===== config.mk =====
export PLATFORM = sky130hd
export DESIGN_NAME = esp32_mem_arbiter_flat
export DESIGN_NICKNAME = d
export VERILOG_FILES = /design/src/rtl/esp32_mem_arbiter_if.sv /design/src/rtl/esp32_mem_arbiter.sv /design/src/flat_wrapper.sv
export SDC_FILE = /design/constraint.sdc
export NUM_CORES = 1
export LEC_CHECK = 0
export CAP_MARGIN = 20
export CORE_MARGIN = 2
export CORE_UTILIZATION = 25
export DETAILED_ROUTE_END_ITERATION = 8
export PLACE_DENSITY = 0.57
export SLEW_MARGIN = 20
export SYNTH_ARGS = -nofsm -noshare
export SYNTH_HDL_FRONTEND = slang
export SYNTH_SLANG_ARGS = --single-unit

===== constraint.sdc =====
create_clock -name clk -period 1.7 [get_ports clk]
set_clock_uncertainty 0.05 [all_clocks]
set_input_delay 0.34 -clock clk [delete_from_list [all_inputs] [get_ports clk]]
set_output_delay 0.34 -clock clk [all_outputs]
set_load 0.01 [all_outputs]

===== src/rtl/esp32_mem_arbiter_if.sv =====
// esp32_mem_arbiter_if: bundles the SPI pending-op pulses, the host held-request
// handshake, the shared buffer port and the grant statistics of esp32_mem_arbiter.
// The slave modport is the arbiter's view; the master modport is the surrounding
// system (SPI protocol processor, host bus, memory).
interface esp32_mem_arbiter_if #(
  parameter int ADDR_W = 8
);
  logic              spi_wr_en;
  logic [2:0]        spi_wr_space;
  logic [23:0]       spi_wr_addr;
  logic [7:0]        spi_wr_data;
  logic              spi_rd_req;
  logic [2:0]        spi_rd_space;
  logic [23:0]       spi_rd_addr;
  logic              spi_rd_valid;
  logic [7:0]        spi_rd_data;
  logic              spi_ovf;

  logic              host_req;
  logic              host_we;
  logic [ADDR_W-1:0] host_addr;
  logic [7:0]        host_wdata;
  logic              host_ack;
  logic [7:0]        host_rdata;

  logic              mem_en;
  logic              mem_we;
  logic [ADDR_W-1:0] mem_addr;
  logic [7:0]        mem_wdata;
  logic [7:0]        mem_rdata;

  logic [15:0]       spi_grant_cnt;
  logic [15:0]       host_grant_cnt;

  modport slave (
    input  spi_wr_en, spi_wr_space, spi_wr_addr, spi_wr_data,
    input  spi_rd_req, spi_rd_space, spi_rd_addr,
    input  host_req, host_we, host_addr, host_wdata,
    input  mem_rdata,
    output spi_rd_valid, spi_rd_data, spi_ovf,
    output host_ack, host_rdata,
    output mem_en, mem_we, mem_addr, mem_wdata,
    output spi_grant_cnt, host_grant_cnt
  );

  modport master (
    output spi_wr_en, spi_wr_space, spi_wr_addr, spi_wr_data,
    output spi_rd_req, spi_rd_space, spi_rd_addr,
    output host_req, host_we, host_addr, host_wdata,
    output mem_rdata,
    input  spi_rd_valid, spi_rd_data, spi_ovf,
    input  host_ack, host_rdata,
    input  mem_en, mem_we, mem_addr, mem_wdata,
    input  spi_grant_cnt, host_grant_cnt
  );
endinterface


===== src/rtl/esp32_mem_arbiter.sv =====
// esp32_mem_arbiter: shares one single-port, synchronous-read buffer (SPACE 0)
// between the ESP32 SPI protocol processor and the Apple II host requester.
// SPI ops are unstallable pulses captured in one-entry WR/RD pending slots; the
// host uses held-request / pulsed-ack. Arbitration is WR > RD > host, except the
// host wins once it has watched STARVE_MAX consecutive SPI grants. One access is
// in flight at a time: IDLE (grant) -> ACCESS (mem_en) -> RETIRE (capture).
// Optional grant statistics are built when ESP32_MEM_ARB_STATS_EN is defined;
// otherwise both counter ports are tied to zero.
module esp32_mem_arbiter #(
  parameter int ADDR_W     = 8,
  parameter int STARVE_MAX = 4
) (
  input logic                clk,
  input logic                rst_n,
  esp32_mem_arbiter_if.slave bus
);

  localparam int              SC_W       = (STARVE_MAX < 1) ? 1 : $clog2(STARVE_MAX + 1);
  localparam logic [SC_W-1:0] STARVE_LIM = SC_W'(STARVE_MAX);

  typedef enum logic [1:0] {
    IDLE   = 2'd0,
    ACCESS = 2'd1,
    RETIRE = 2'd2
  } state_t;

  typedef enum logic [1:0] {
    SRC_NONE = 2'd0,
    SRC_WR   = 2'd1,
    SRC_RD   = 2'd2,
    SRC_HOST = 2'd3
  } src_t;

  state_t            state;
  src_t              cur_src;
  logic              cur_nz;
  logic              cur_we;

  logic              wr_pend;
  logic              wr_nz;
  logic [ADDR_W-1:0] wr_addr;
  logic [7:0]        wr_data;
  logic              rd_pend;
  logic              rd_nz;
  logic [ADDR_W-1:0] rd_addr;

  logic [SC_W-1:0]   starve_cnt;

  logic              host_cand;
  logic              grant_wr;
  logic              grant_rd;
  logic              grant_host;

  // Only the low ADDR_W bits of the 24-bit SPI addresses reach the buffer.
  logic unused_addr_bits;
  assign unused_addr_bits = ^{bus.spi_wr_addr[23:ADDR_W], bus.spi_rd_addr[23:ADDR_W]};

  // Pick this cycle's winner; the host is ignored during its own ack cycle.
  always_comb begin
    host_cand  = bus.host_req && !bus.host_ack;
    grant_wr   = 1'b0;
    grant_rd   = 1'b0;
    grant_host = 1'b0;
    if (state == IDLE) begin
      if (host_cand && (starve_cnt == STARVE_LIM)) begin
        grant_host = 1'b1;
      end else if (wr_pend) begin
        grant_wr = 1'b1;
      end else if (rd_pend) begin
        grant_rd = 1'b1;
      end else if (host_cand) begin
        grant_host = 1'b1;
      end
    end
  end

  // Capture SPI pulses into their slots; a pulse meeting a full, ungranted slot is lost.
  always_ff @(posedge clk or negedge rst_n) begin
    if (!rst_n) begin
      wr_pend     <= 1'b0;
      wr_nz       <= 1'b0;
      wr_addr     <= '0;
      wr_data     <= 8'h00;
      rd_pend     <= 1'b0;
      rd_nz       <= 1'b0;
      rd_addr     <= '0;
      bus.spi_ovf <= 1'b0;
    end else begin
      if (grant_wr) begin
        wr_pend <= 1'b0;
      end
      if (bus.spi_wr_en) begin
        if (wr_pend && !grant_wr) begin
          bus.spi_ovf <= 1'b1;
        end else begin
          wr_pend <= 1'b1;
          wr_nz   <= (bus.spi_wr_space != 3'd0);
          wr_addr <= bus.spi_wr_addr[ADDR_W-1:0];
          wr_data <= bus.spi_wr_data;
        end
      end
      if (grant_rd) begin
        rd_pend <= 1'b0;
      end
      if (bus.spi_rd_req) begin
        if (rd_pend && !grant_rd) begin
          bus.spi_ovf <= 1'b1;
        end else begin
          rd_pend <= 1'b1;
          rd_nz   <= (bus.spi_rd_space != 3'd0);
          rd_addr <= bus.spi_rd_addr[ADDR_W-1:0];
        end
      end
    end
  end

  // Track how many SPI grants in a row the waiting host has watched go by.
  always_ff @(posedge clk or negedge rst_n) begin
    if (!rst_n) begin
      starve_cnt <= '0;
    end else if (!bus.host_req || grant_host) begin
      starve_cnt <= '0;
    end else if ((grant_wr || grant_rd) && (starve_cnt != STARVE_LIM)) begin
      starve_cnt <= starve_cnt + SC_W'(1);
    end
  end

  // Access sequencer: register the winner's memory op, strobe it, then retire the response.
  always_ff @(posedge clk or negedge rst_n) begin
    if (!rst_n) begin
      state            <= IDLE;
      cur_src          <= SRC_NONE;
      cur_nz           <= 1'b0;
      cur_we           <= 1'b0;
      bus.mem_en       <= 1'b0;
      bus.mem_we       <= 1'b0;
      bus.mem_addr     <= '0;
      bus.mem_wdata    <= 8'h00;
      bus.spi_rd_valid <= 1'b0;
      bus.spi_rd_data  <= 8'h00;
      bus.host_ack     <= 1'b0;
      bus.host_rdata   <= 8'h00;
    end else begin
      bus.spi_rd_valid <= 1'b0;
      bus.host_ack     <= 1'b0;
      case (state)
        IDLE: begin
          if (grant_wr) begin
            bus.mem_en    <= !wr_nz;
            bus.mem_we    <= 1'b1;
            bus.mem_addr  <= wr_addr;
            bus.mem_wdata <= wr_data;
            cur_src       <= SRC_WR;
            cur_nz        <= wr_nz;
            cur_we        <= 1'b1;
            state         <= ACCESS;
          end else if (grant_rd) begin
            bus.mem_en    <= !rd_nz;
            bus.mem_we    <= 1'b0;
            bus.mem_addr  <= rd_addr;
            cur_src       <= SRC_RD;
            cur_nz        <= rd_nz;
            cur_we        <= 1'b0;
            state         <= ACCESS;
          end else if (grant_host) begin
            bus.mem_en    <= 1'b1;
            bus.mem_we    <= bus.host_we;
            bus.mem_addr  <= bus.host_addr;
            bus.mem_wdata <= bus.host_wdata;
            cur_src       <= SRC_HOST;
            cur_nz        <= 1'b0;
            cur_we        <= bus.host_we;
            state         <= ACCESS;
          end
        end
        ACCESS: begin
          bus.mem_en <= 1'b0;
          bus.mem_we <= 1'b0;
          state      <= RETIRE;
        end
        RETIRE: begin
          case (cur_src)
            SRC_RD: begin
              bus.spi_rd_valid <= 1'b1;
              bus.spi_rd_data  <= cur_nz ? 8'hFF : bus.mem_rdata;
            end
            SRC_HOST: begin
              bus.host_ack <= 1'b1;
              if (!cur_we) begin
                bus.host_rdata <= bus.mem_rdata;
              end
            end
            default: begin
            end
          endcase
          cur_src <= SRC_NONE;
          state   <= IDLE;
        end
        default: begin
          bus.mem_en <= 1'b0;
          bus.mem_we <= 1'b0;
          cur_src    <= SRC_NONE;
          state      <= IDLE;
        end
      endcase
    end
  end

`ifdef ESP32_MEM_ARB_STATS_EN
  logic [15:0] spi_cnt;
  logic [15:0] host_cnt;

  // Count grants per requester, saturating so a long run never wraps to a small value.
  always_ff @(posedge clk or negedge rst_n) begin
    if (!rst_n) begin
      spi_cnt  <= 16'h0000;
      host_cnt <= 16'h0000;
    end else begin
      if ((grant_wr || grant_rd) && (spi_cnt != 16'hFFFF)) begin
        spi_cnt <= spi_cnt + 16'h0001;
      end
      if (grant_host && (host_cnt != 16'hFFFF)) begin
        host_cnt <= host_cnt + 16'h0001;
      end
    end
  end

  assign bus.spi_grant_cnt  = spi_cnt;
  assign bus.host_grant_cnt = host_cnt;
`else
  assign bus.spi_grant_cnt  = 16'h0000;
  assign bus.host_grant_cnt = 16'h0000;
`endif

endmodule


===== src/flat_wrapper.sv =====
// flat-port wrapper written by rule: the top's interface ports become plain ports
module esp32_mem_arbiter_flat 
#(
  parameter int ADDR_W     = 8,
  parameter int STARVE_MAX = 4
)
  (clk, rst_n, bus_spi_wr_en, bus_spi_wr_space, bus_spi_wr_addr, bus_spi_wr_data, bus_spi_rd_req, bus_spi_rd_space, bus_spi_rd_addr, bus_host_req, bus_host_we, bus_host_addr, bus_host_wdata, bus_mem_rdata, bus_spi_rd_valid, bus_spi_rd_data, bus_spi_ovf, bus_host_ack, bus_host_rdata, bus_mem_en, bus_mem_we, bus_mem_addr, bus_mem_wdata, bus_spi_grant_cnt, bus_host_grant_cnt);
  esp32_mem_arbiter_if #(.ADDR_W(ADDR_W)) bus_i ();
  input logic clk;
  input logic rst_n;
  input wire logic [$bits(bus_i.spi_wr_en)-1:0] bus_spi_wr_en;
  input wire logic [$bits(bus_i.spi_wr_space)-1:0] bus_spi_wr_space;
  input wire logic [$bits(bus_i.spi_wr_addr)-1:0] bus_spi_wr_addr;
  input wire logic [$bits(bus_i.spi_wr_data)-1:0] bus_spi_wr_data;
  input wire logic [$bits(bus_i.spi_rd_req)-1:0] bus_spi_rd_req;
  input wire logic [$bits(bus_i.spi_rd_space)-1:0] bus_spi_rd_space;
  input wire logic [$bits(bus_i.spi_rd_addr)-1:0] bus_spi_rd_addr;
  input wire logic [$bits(bus_i.host_req)-1:0] bus_host_req;
  input wire logic [$bits(bus_i.host_we)-1:0] bus_host_we;
  input wire logic [$bits(bus_i.host_addr)-1:0] bus_host_addr;
  input wire logic [$bits(bus_i.host_wdata)-1:0] bus_host_wdata;
  input wire logic [$bits(bus_i.mem_rdata)-1:0] bus_mem_rdata;
  output wire logic [$bits(bus_i.spi_rd_valid)-1:0] bus_spi_rd_valid;
  output wire logic [$bits(bus_i.spi_rd_data)-1:0] bus_spi_rd_data;
  output wire logic [$bits(bus_i.spi_ovf)-1:0] bus_spi_ovf;
  output wire logic [$bits(bus_i.host_ack)-1:0] bus_host_ack;
  output wire logic [$bits(bus_i.host_rdata)-1:0] bus_host_rdata;
  output wire logic [$bits(bus_i.mem_en)-1:0] bus_mem_en;
  output wire logic [$bits(bus_i.mem_we)-1:0] bus_mem_we;
  output wire logic [$bits(bus_i.mem_addr)-1:0] bus_mem_addr;
  output wire logic [$bits(bus_i.mem_wdata)-1:0] bus_mem_wdata;
  output wire logic [$bits(bus_i.spi_grant_cnt)-1:0] bus_spi_grant_cnt;
  output wire logic [$bits(bus_i.host_grant_cnt)-1:0] bus_host_grant_cnt;
  assign bus_i.spi_wr_en = bus_spi_wr_en;
  assign bus_i.spi_wr_space = bus_spi_wr_space;
  assign bus_i.spi_wr_addr = bus_spi_wr_addr;
  assign bus_i.spi_wr_data = bus_spi_wr_data;
  assign bus_i.spi_rd_req = bus_spi_rd_req;
  assign bus_i.spi_rd_space = bus_spi_rd_space;
  assign bus_i.spi_rd_addr = bus_spi_rd_addr;
  assign bus_i.host_req = bus_host_req;
  assign bus_i.host_we = bus_host_we;
  assign bus_i.host_addr = bus_host_addr;
  assign bus_i.host_wdata = bus_host_wdata;
  assign bus_i.mem_rdata = bus_mem_rdata;
  assign bus_spi_rd_valid = bus_i.spi_rd_valid;
  assign bus_spi_rd_data = bus_i.spi_rd_data;
  assign bus_spi_ovf = bus_i.spi_ovf;
  assign bus_host_ack = bus_i.host_ack;
  assign bus_host_rdata = bus_i.host_rdata;
  assign bus_mem_en = bus_i.mem_en;
  assign bus_mem_we = bus_i.mem_we;
  assign bus_mem_addr = bus_i.mem_addr;
  assign bus_mem_wdata = bus_i.mem_wdata;
  assign bus_spi_grant_cnt = bus_i.spi_grant_cnt;
  assign bus_host_grant_cnt = bus_i.host_grant_cnt;
  esp32_mem_arbiter #(.ADDR_W(ADDR_W), .STARVE_MAX(STARVE_MAX)) u_core (.clk(clk), .rst_n(rst_n), .bus(bus_i));
endmodule

Word level (Yosys, flattened, before mapping)

Cells that the tools add are included.

Input port bits: 92
Output and inout bits: 69
Word-level logic and storage cells: 116
Register bits: 74

Add/sub/neg operators: 1
Reductions and logical operators: 27
Equality and inequality tests: 8
Mux-type cells: 54
Bitwise operators: 5

Operators with widths:

| operator            | number |
|---|---|
| $mux 8              | 7 |
| $mux 1              | 35 |
| $mux 2              | 6 |
| $reduce_and 2->1    | 6 |
| $reduce_bool 3->1   | 3 |
| $pmux 2 s2          | 2 |
| $eq 2x2->1 const B  | 3 |
| $logic_not 1->1     | 6 |
| $mux 3              | 2 |
| $reduce_and 3->1    | 2 |
| $logic_and 1x1->1   | 5 |
| $not 1->1           | 5 |
| $ne 4x1->1 const B  | 1 |
| $pmux 1 s2          | 2 |
| $reduce_bool 2->1   | 2 |
| $add 3x1->3 const B | 1 |
| $eq 3x3->1 const B  | 1 |
| $ne 3x3->1 const B  | 1 |
| $eq 2x1->1 const B  | 1 |
| $logic_not 2->1     | 1 |
| $logic_or 1x1->1    | 2 |
| $ne 2x1->1 const B  | 1 |

Depth between registers and ports, before layout

Depth after elaboration: 11
Mapped depth: 7
Mapped depth without buffers: 6

Worst setup path after synthesis

OpenSTA, ideal clock, no wires.

Path type: register to register
From: register u_core.starve_cnt[0]
To: register u_core.bus.mem_wdata[0]
Stages on the path, launching flop included: 7
Clock period less this slack: 1.846 ns
Setup slack: -0.146 ns
Path buffers: 0
Setup time: 0.125 ns
Data required time: 1.525 ns
Arrival time: 1.672 ns
Path through: dfrtp_1 -> inv_1 -> ha_1 -> nand4b_1 -> nand3_4 -> mux2_2 -> mux2_2

Word-level cells in the longest chain between the ends: 6
Elaborated cells between the ends (all ways): 12
Those cells by class: 2 x eq/ne; 7 x mux; 3 x reduce/logical

Ends and longest elaborated chain:

| item                                                      | RTL line                   | RTL |
|---|---|---|
| from (decl)                                               | esp32_mem_arbiter.sv:47    | `logic [SC_W-1:0] starve_cnt;` |
| from (signal assigned)                                    | esp32_mem_arbiter.sv:124   | `starve_cnt <= starve_cnt + SC_W'(1);` |
| $eq 3x3->1 *                                              | esp32_mem_arbiter.sv:65    | `if (host_cand && (starve_cnt == STARVE_LIM)) begin` |
| $logic_and 1x1->1 *                                       | esp32_mem_arbiter.sv:65    |  |
| $mux 1                                                    | esp32_mem_arbiter.sv:65    |  |
| $mux 1                                                    | esp32_mem_arbiter.sv:64    | `if (state == IDLE) begin` |
| $ne 2x1->1 (no line) or $reduce_bool 2->1 (tied branches) | n/a                        |  |
| $reduce_and 3->1 (no line)                                | n/a                        |  |
| to (signal assigned)                                      | esp32_mem_arbiter.sv:152   | `bus.mem_wdata <= wr_data;` |
| to (signal assigned)                                      | esp32_mem_arbiter.sv:169   | `bus.mem_wdata <= bus.host_wdata;` |
| to (decl)                                                 | esp32_mem_arbiter_if.sv:42 | `output mem_en, mem_we, mem_addr, mem_wdata,` |

Every way passes the cells marked *; elsewhere a longest branch is shown, timed or not.
A chain may end at the register's enable or synchronous reset.

Final worst setup path

From: register u_core.starve_cnt[0]
To: register u_core.bus.mem_wdata[6]

Same word-level chain as after synthesis.

==> results.toml <==
[run_status]
status = "complete, but fails checks"
violations = "setup timing"

[sta]
finalMaxSlewViolations = 0
min_period_over_period_pct = 104
fin_setup_tns_ns = -1.36
hold_viol_final = 0
fin_ws_ns = -0.0626
min_period_ns = 1.76
setup_viol = 34
rsz0062_at_grt = "true"
fmax_mhz = 567

[critical_path]
crit_path_frequent_cell = "mux2_4"
slowest_stage = "dfrtp_1"
crit_path_max_fanout = 5
cp.arrival_ns = 1.93
worstSetupPathType = "register to register"
cpLargestDelayFamily = "multiplexers"
cp.buffers_inverters = 2
startpoint_type = "register"
critPathCaptureType = "register"
critPathMaxStageDelay_ns = 0.39
crit_required_ns = 1.87
crit_chain = "inv_2 > ha_4 > nand4b_1 > buf_6 > nand3_4 > mux2_4 > mux2_4"

[logic_synthesis]
synthMuxAreaShare_pct = 16.3
synth_top_flop_cell = "dfrtp_1"
synth_compound_area_share_pct = 8.91
synthXorXnorAreaFrac_pct = 0
yosysWarnings = 0
avgSynthCellArea_sq_um = 11.7
yosys-top-cells-area = "dfrtp_1, mux2_2, buf_4"
synth_async_sr_flop_share_pct = 100
synth.distinct_cells = 41
syn_inst = 300
yosysSeqAreaShare_pct = 52.6
yosys.area_share.simple_pct = 11.4
syn_area_sq_mm = 0.00352
synthAdderAreaFrac_pct = 0.710
synth_edf_count = 0
synth_top_cell_area_share_pct = 52.6
synth_top_area_cell = "dfrtp_1"
synth_top_family_by_area = "multiplexers"
synth-seq-cells = 74

[pwr]
p_total_mw = 9.35
leakage_nw = 2.48
ir_worst_vdd_v = 0.000569
p_per_area_mw_per_mm2 = 1710

[clock_tree]
numCtsBuffers = 9
ctsRootBufferMaster = "clkbuf_16"
clock_sinks = 74
cts-htree-levels = 3
clk_pin_slew_ns = 0.06
clock_latency_ns = 0.33
cts_tree = "yes"
cts_buffer_depth = 2

[die]
core_sq_mm = 0.0138
dieArea_sq_mm = 0.0151
initial_core_util_pct = 25.5
die_w_um = 123
die_y_um = 123
boundaryPins = 161
rows = 43

[placement]
dp_slack_ns = -0.450
place.gp.congestion = 0.765
port_buffers = 96
dp_hpwl_um = 6280
dp_cells = 595

[route]
vias = 2677
drtAntennaViolNets = 0
viasPerCell = 4.33
wire_per_inst_um = 15.0
drtPass1Iterations = 4
drt_first_iter_violations = 87
drc = 0
wl_um = 9290

[job]
maxCapViolations = 0

[global_route]
grt.total_usage_pct = 12.7
grt_pass1_vias = 2780
grt_max_degree = 27
overflow = 0
grt_pass1_wl_um = 14300
antenna_found_initial = 0

[hold_path]
hp-class = "input port to async pin"

[layout]
drive_gt1_share_pct = 31.1
insertedDiodeCount = 0
final_cells = 618
fin_util_pct = 39.4
nNetsFinal = 528
syn2layout_area_growth_pct = 54.7
[metrics by stage]
| stage | hold slack [ns] | instance area (sq um) |
|---|---|---|
| finish | 0.411 | 5450 |
| CTS | 0.420 | 5310 |
| floorplan | -0.00559 | 3680 |
| global route | 0.444 | 5450 |
| detailed placement | 0.229 | 4860 |
| global placement | 0.235 | 4860 |
[cell usage in the layout (no fill, tap or decap), types with 8 or more instances in the layout]
cell	n
mux2_2	24
buf_4	30
nor2_1	39
clkdlybuf4s50_1	92
clkbuf_16	10
o41ai_2	8
nand2_1	10
conb_1	32
a21oi_1	11
dfrtp_1	73
mux2_4	27
[cell usage after synthesis (all sizes together) (2+ instances only)]
cell / n
mux2: 51
nor2b: 5
and4b: 2
o41ai: 8
nand2: 12
a2bb2oi: 2
nor2: 45
buf: 43
or3: 3
a21o: 5
nor3: 2
nand3: 3
o21ai: 4
a22oi: 3
a21oi: 12
inv: 7
ha: 2
dfrtp: 74
nand2b: 2
clkbuf: 2
[per-layer routing]
| layer | vias up | GRT usage (%) | share of wire [%] |
|---|---|---|---|
| met5 | - | 0 | 0 |
| met4 | 0 | 4.38 | 1.2 |
| li1 | 1244 | - | - |
| met2 | 101 | 21.1 | 50 |
| met3 | 10 | 3.25 | 5.2 |
| met1 | 1322 | 16.0 | 43 |
[sequential cells by signal, summed over array words and instances (netlist names), 2 cells and up]
name,cells
u_core.bus.host_rdata,8
u_core.bus.mem_addr,8
u_core.bus.mem_wdata,8
u_core.bus.spi_rd_data,8
u_core.rd_addr,8
u_core.wr_addr,8
u_core.wr_data,8
u_core.starve_cnt,3
u_core.cur_src,2
u_core.state,2
[timing repair]
action	4_1_cts	5_1_grt
setup buffers	3	3
pin swaps	12	5
cloned	1	2
resized for setup	34	25
endpoints found under the setup margin	48	53
hold buffers	1	0
hold endpoints to repair	24	0
[where the power goes]
part	internal, mW	switching [mW]
Combinational	2.62	1.81
Sequential	2.54	0.513
Clock	1.16	0.705
[worst paths after layout]
kind / from / to / slack, ns / cells past startpoint
max in group asynchronous: rst_n / u_core.wr_addr[7] / 0.54 / 3
min: rst_n / u_core.bus.host_rdata[5] / 0.41 / 2
min reg2reg: u_core.cur_we / u_core.cur_we / 0.43 / 1
max: u_core.starve_cnt[0] / u_core.bus.mem_wdata[6] / -0.06 / 7
min in group clk: u_core.cur_we / u_core.cur_we / 0.43 / 1
max reg2reg: u_core.starve_cnt[0] / u_core.bus.mem_wdata[6] / -0.06 / 7
[cells by family after synthesis]
kind of cell               count (synthesis)
muxes                                     51
AOI/OAI and AO/OA                         43
buffers and inverters                     52
adders and majority gates                  2
other                                      1
and+or+nand+nor                           77
DFF                                       74
[layout make-up]
type	count	area [sq um]
inverters	7	26.3
repair buffers	135	1350
flip-flops and latches	74	1850
multi-input cells	207	1710
fillers	1333	8380
clock buffers	12	246
clock inverters	3	40.0
well taps	180	225
No activity file was read; power rests on OpenSTA's default activity.
